==> config.mk <==
export PLATFORM = sky130hd
export DESIGN_NAME = fp_to_fixed_axis
export DESIGN_NICKNAME = d
export VERILOG_FILES = /design/src/rtl/fp_to_fixed_axis.sv
export SDC_FILE = /design/constraint.sdc
export NUM_CORES = 1
export LEC_CHECK = 0
export BUFFER_PORTS_ARGS = -buffer_cell sky130_fd_sc_hd__buf_4
export CAP_MARGIN = 10
export CELL_PAD_IN_SITES_DETAIL_PLACEMENT = 1
export CELL_PAD_IN_SITES_GLOBAL_PLACEMENT = 1
export CORE_ASPECT_RATIO = 1.1
export CORE_UTILIZATION = 48
export CTS_BUF_LIST = sky130_fd_sc_hd__clkbuf_2
export DETAILED_ROUTE_END_ITERATION = 10
export PLACE_DENSITY = 0.93
export SYNTH_ARGS = -nofsm -noshare
export SYNTH_HDL_FRONTEND = slang
export SYNTH_SLANG_ARGS = --single-unit
==> constraint.sdc <==
create_clock -name clk_i -period 4.5 [get_ports clk_i]
set_input_delay 0.225 -clock clk_i [delete_from_list [all_inputs] [get_ports clk_i]]
set_output_delay 0.225 -clock clk_i [all_outputs]
set_load 0.05 [all_outputs]
==> src/rtl/fp_to_fixed_axis.sv <==
// AXI-Stream binary32 to signed fixed-point converter.
// Input capture register followed by unpack, align and round/saturate stages; the whole pipe stalls together.
module fp_to_fixed_axis #(
  parameter int unsigned OUT_W     = 32,
  parameter int unsigned FRAC_BITS = 16
) (
  input  logic             clk_i,
  input  logic             nrst_i,
  input  logic             s_axis_a_tvalid,
  output logic             s_axis_a_tready,
  input  logic [31:0]      s_axis_a_tdata,
  output logic             m_axis_result_tvalid,
  input  logic             m_axis_result_tready,
  output logic [OUT_W-1:0] m_axis_result_tdata,
  output logic [1:0]       m_axis_result_tuser
);

  localparam int unsigned  MAG_W      = 24 + OUT_W;
  localparam int           SHIFT_BIAS = 150 - int'(FRAC_BITS);
  localparam logic [MAG_W:0] NEG_LIM  = (MAG_W+1)'(1) << (OUT_W - 1);
  localparam logic [MAG_W:0] POS_LIM  = NEG_LIM - (MAG_W+1)'(1);
  localparam logic [OUT_W-1:0] MAX_V  = {1'b0, {(OUT_W-1){1'b1}}};
  localparam logic [OUT_W-1:0] MIN_V  = {1'b1, {(OUT_W-1){1'b0}}};

  logic adv;

  // capture register
  logic        v0_q;
  logic [31:0] w0_q;

  // unpack/classify stage
  logic        v1_q, s1_q, nan1_q, inf1_q, zero1_q;
  logic        s1_d, nan1_d, inf1_d, zero1_d;
  logic [7:0]  e1_q, e1_d;
  logic [23:0] m1_q, m1_d;

  // align stage
  logic             v2_q, s2_q, nan2_q, ovf2_q, grd2_q;
  logic             s2_d, nan2_d, ovf2_d, grd2_d;
  logic [MAG_W-1:0] mag2_q, mag2_d;
  int               shift;

  // round/saturate stage (output register)
  logic             v3_q;
  logic [OUT_W-1:0] data_q, data_d, val;
  logic [1:0]       user_q, user_d;
  logic [MAG_W:0]   rnd, lim;

  assign adv             = ~v3_q | m_axis_result_tready;
  assign s_axis_a_tready = adv;

  assign s1_d    = w0_q[31];
  assign e1_d    = w0_q[30:23];
  assign m1_d    = {1'b1, w0_q[22:0]};
  assign nan1_d  = (w0_q[30:23] == 8'hFF) && (w0_q[22:0] != 23'd0);
  assign inf1_d  = (w0_q[30:23] == 8'hFF) && (w0_q[22:0] == 23'd0);
  assign zero1_d = (w0_q[30:23] == 8'h00);

  // Only the guard bit matters for ties-away rounding, so no sticky is carried.
  always_comb begin
    shift  = int'(e1_q) - SHIFT_BIAS;
    s2_d   = s1_q;
    nan2_d = nan1_q;
    ovf2_d = inf1_q;
    mag2_d = '0;
    grd2_d = 1'b0;
    if (!(nan1_q || inf1_q || zero1_q)) begin
      if (shift > int'(OUT_W)) begin
        ovf2_d = 1'b1;
      end else if (shift >= 0) begin
        mag2_d = MAG_W'(m1_q) << shift[5:0];
      end else if (shift >= -24) begin
        mag2_d = MAG_W'(m1_q >> 5'(-shift));
        grd2_d = m1_q[5'(-shift - 1)];
      end
    end
  end

  always_comb begin
    rnd    = (MAG_W+1)'(mag2_q) + (MAG_W+1)'(grd2_q);
    lim    = s2_q ? NEG_LIM : POS_LIM;
    val    = rnd[OUT_W-1:0];
    data_d = s2_q ? -val : val;
    user_d = 2'b00;
    if (nan2_q) begin
      data_d = '0;
      user_d = 2'b10;
    end else if (ovf2_q || (rnd > lim)) begin
      data_d = s2_q ? MIN_V : MAX_V;
      user_d = 2'b01;
    end
  end

  always_ff @(posedge clk_i) begin
    if (!nrst_i) begin
      v0_q    <= 1'b0;
      w0_q    <= '0;
      v1_q    <= 1'b0;
      s1_q    <= 1'b0;
      nan1_q  <= 1'b0;
      inf1_q  <= 1'b0;
      zero1_q <= 1'b0;
      e1_q    <= '0;
      m1_q    <= '0;
      v2_q    <= 1'b0;
      s2_q    <= 1'b0;
      nan2_q  <= 1'b0;
      ovf2_q  <= 1'b0;
      grd2_q  <= 1'b0;
      mag2_q  <= '0;
      v3_q    <= 1'b0;
      data_q  <= '0;
      user_q  <= '0;
    end else if (adv) begin
      v0_q    <= s_axis_a_tvalid;
      w0_q    <= s_axis_a_tdata;
      v1_q    <= v0_q;
      s1_q    <= s1_d;
      nan1_q  <= nan1_d;
      inf1_q  <= inf1_d;
      zero1_q <= zero1_d;
      e1_q    <= e1_d;
      m1_q    <= m1_d;
      v2_q    <= v1_q;
      s2_q    <= s2_d;
      nan2_q  <= nan2_d;
      ovf2_q  <= ovf2_d;
      grd2_q  <= grd2_d;
      mag2_q  <= mag2_d;
      v3_q    <= v2_q;
      data_q  <= data_d;
      user_q  <= user_d;
    end
  end

  assign m_axis_result_tvalid = v3_q;
  assign m_axis_result_tdata  = data_q;
  assign m_axis_result_tuser  = user_q;

endmodule

==> impl_metrics.ini <==
[run_status]
outcome = finished, final reports clean

[routing]
dr_wl_met2_mm = 25.3
detail_route.wl_per_cell_um = 24.6
post-route-drc-count = 0
antenna_left = 0
dr.pass1.iters = 7
routed_wl_mm = 52.2
vias = 13880
drtIter0Drc = 1418
wl_met3_mm = 2.83
m1WireLength_mm = 19.6
highest_layer = met4
via_per_inst = 6.54

[timing]
drv_slew = 0
setup_viol = 0
max_freq_mhz = 228
hold_slack_ns = 0.179
fin_setup_tns_ns = 0
slew_headroom_pct = 20.7
tightest_slew_ns = 1.19
period_minus_slack_ns = 4.39
min_period_over_period_pct = 97.5
fin_worst_skew_ns = 0.0611
finalHoldViolations = 0

[worst_setup_path]
critPathRequiredTime_ns = 5.30
cp.arrival_ns = 5.19
cp-end-kind = flip-flop
path_max_fanout = 14
path_class = flip-flop to flip-flop
crit_path_start_kind = flip-flop

[synthesis]
synth_area_um2 = 12800
synth-seq-cells = 166
synth_compound_area_share_pct = 22.1
synthFlopType = dfxtp_1
synth_top_area_share_pct = 25.9
synthCells = 1665
syn-num-nets = 1739
muxShareOfSynthArea_pct = 11.8
synthTopCellsByArea = dfxtp_1, nand2_1, mux4_2
synthAdderAreaFrac_pct = 3.79
synthArstFlopShare_pct = 0
synth-simple-area-share_pct = 28.2
yosys_warnings = 0
synth.largest_area_cell = dfxtp_1
synth_seq_area_share_pct = 25.9
ys_types = 79
synthXorXnorAreaFrac_pct = 3.35
synth_top_family_by_area = simple AND/OR/NAND/NOR gates
syn_area_per_cell_um2 = 7.70
synth_edf_count = 0

[finish]
nets = 1830
seq_area_um2 = 3340
fillers = 3189
finish.utilization_pct = 56.4
synthToLayoutAreaGrowth_pct = 15.1
multi_input_area_um2 = 8970
design_area_um2 = 14700
final_layout_size_suffix_gt1_share_pct = 14.6

[power]
vdd_drop_max_uv = 164
power.switching_mw = 1.17
switching_share_pct = 36.7
p_seq_share_pct = 49.7
pwr-share-clk_pct = 26.4
intPower_mw = 2.03
power_density_nw_per_um2 = 217
comb_power_share_pct = 23.9
leakagePower_nw = 5.83

[place]
dp_hpwl_mm = 35.4
placed_area_um2 = 13700
place.port_buffers = 71
gp_congestion = 0.936

[floorplanning]
start_util_pct = 49.0
die_y_um = 173
rows = 62
top_level_ports = 72
coreArea_um2 = 26100
die-area_um2 = 27400
die-width_um = 158

[global_route]
grt_pass1_wl_mm = 81.8
antenna_found_initial = 1
grt_pass1_vias = 14486
grt_use_total_pct = 39.0
grt_start_max_net_pins = 91
overflow = 0

[clock_network]
cts-root-buf = clkbuf_2
cts_buffers = 17
cts.clk_slew.worst_paths_ns = 0.31
cts_max_path_buffers = 2
cts_tree = done
clock_latency_ns = 0.90
cts_sinks = 166
htree_levels = 4

[min_path]
hold_path_class = input port to flip-flop

[flow_run]
drv_cap = 0
-- worst max-delay path: stages, from the launching register on --
cell and delay, ns:
dfxtp_2 0.40, inv_1 0.44, ha_1 0.38, nor2b_1 0.55, a21oi_1 0.26, maj3_1 0.40, a21boi_0 0.80, and3_1 0.54
nand3_1 0.26, o21ai_0 0.25
-- cells in the mapped netlist (7+ instances only) --
cell,instances
mux4_2,35
dfxtp_1,166
o211ai_1,21
a222oi_1,7
nor4_1,24
nand3b_1,7
nor2b_1,49
nor3_1,41
mux2i_1,55
buf_2,14
o21ai_0,90
a32oi_1,10
a22o_1,15
nor2_1,91
a21oi_1,55
o31ai_1,9
nand4_1,40
and2_1,19
nand3_1,50
nand2b_1,11
a22oi_1,37
buf_1,8
xnor2_1,31
and3_1,15
mux2_2,15
or3_1,18
clkbuf_1,96
o22ai_1,15
o21a_1,14
a21boi_0,77
nand2_1,337
inv_1,32
xor2_1,18
ha_1,38
a31oi_1,14
-- registers in the layout, summed over array words and instances, names as in the netlist, 2 cells and up --
signal	cells
m_axis_result_tuser	2
m1_q	24
e1_q	8
mag2_q	56
w0_q	32
m_axis_result_tdata	32
-- final cells by class --
class | instances | share of cell area (%)
Tap cell | 352 | 2.99
Sequential cell | 166 | 22.6
Multi-Input combinational cell | 1345 | 60.9
Clock inverter | 13 | 0.849
Timing Repair Buffer | 194 | 11.2
Clock buffer | 19 | 0.645
Antenna cell | 1 | 0.0170
Inverter | 32 | 0.815
-- cells in the final DEF (no fill, tap or decap), drive strengths merged, types with 35 or more instances in the layout --
cell type	instances
nor2	91
a21boi	77
nand2	338
buf	127
nand3	50
a22oi	37
nor3	42
mux4	35
dfxtp	166
o21ai	91
dlygate4sd3	67
inv	35
a21oi	55
ha	38
nand4	43
mux2i	55
nor2b	49
-- what timing repair did --
item	in CTS	in global routing
hold buffers	67	0
setup buffers	0	2
gates resized for setup	0	21
endpoints found under the setup margin	0	32
hold endpoints to repair	88	0
-- worst paths after layout --
| kind | from | end | slack, ns | cells after the start |
|---|---|---|---|---|
| max | e1_q[0] | mag2_q[20] | 0.11 | 9 |
| min reg2reg | m_axis_result_tuser[1] | m_axis_result_tuser[1] | 0.48 | 2 |
| max reg2reg | e1_q[0] | mag2_q[20] | 0.11 | 9 |
| min | s_axis_a_tdata[31] | w0_q[31] | 0.18 | 4 |
-- layer usage --
metal	track usage [%]	vias to the layer above
met3	5.53	228
met2	66.4	652
met1	43.0	6742
li1	-	6258
met5	0	-
met4	31.3	0
-- power by group through the flow --
stage                     sequential (mW)  combinational, mW  clock, mW
final                                1.59              0.765      0.846
after global routing                 1.59              0.809      0.896
after CTS                            1.58              0.726      0.822
after detailed placement             1.60              0.678          0
after global placement               1.60              0.657          0
after floorplan                      1.62              0.436          0
-- per-stage QoR --
| stage | total power, mW | cells | setup slack [ns] |
|---|---|---|---|
| after floorplan | 2.05 | 1665 | 0.377 |
| after global placement | 2.26 | 2020 | 0.335 |
| after detailed placement | 2.28 | 2020 | 0.0531 |
| after CTS | 3.13 | 2119 | 0.0407 |
| after global routing | 3.30 | 2122 | -0.0379 |
| final | 3.20 | 2122 | 0.113 |
-- logic make-up (layout without fill, tap and decap cells) --
group	count (synthesis)	count (layout)
compound gates	414	414
xor+xnor	49	49
fa+ha+maj	39	39
buf+inv	154	258
flops	166	166
mux	105	105
other cells	0	1
simple gates	738	738
Power figures use the tool's default switching activity.
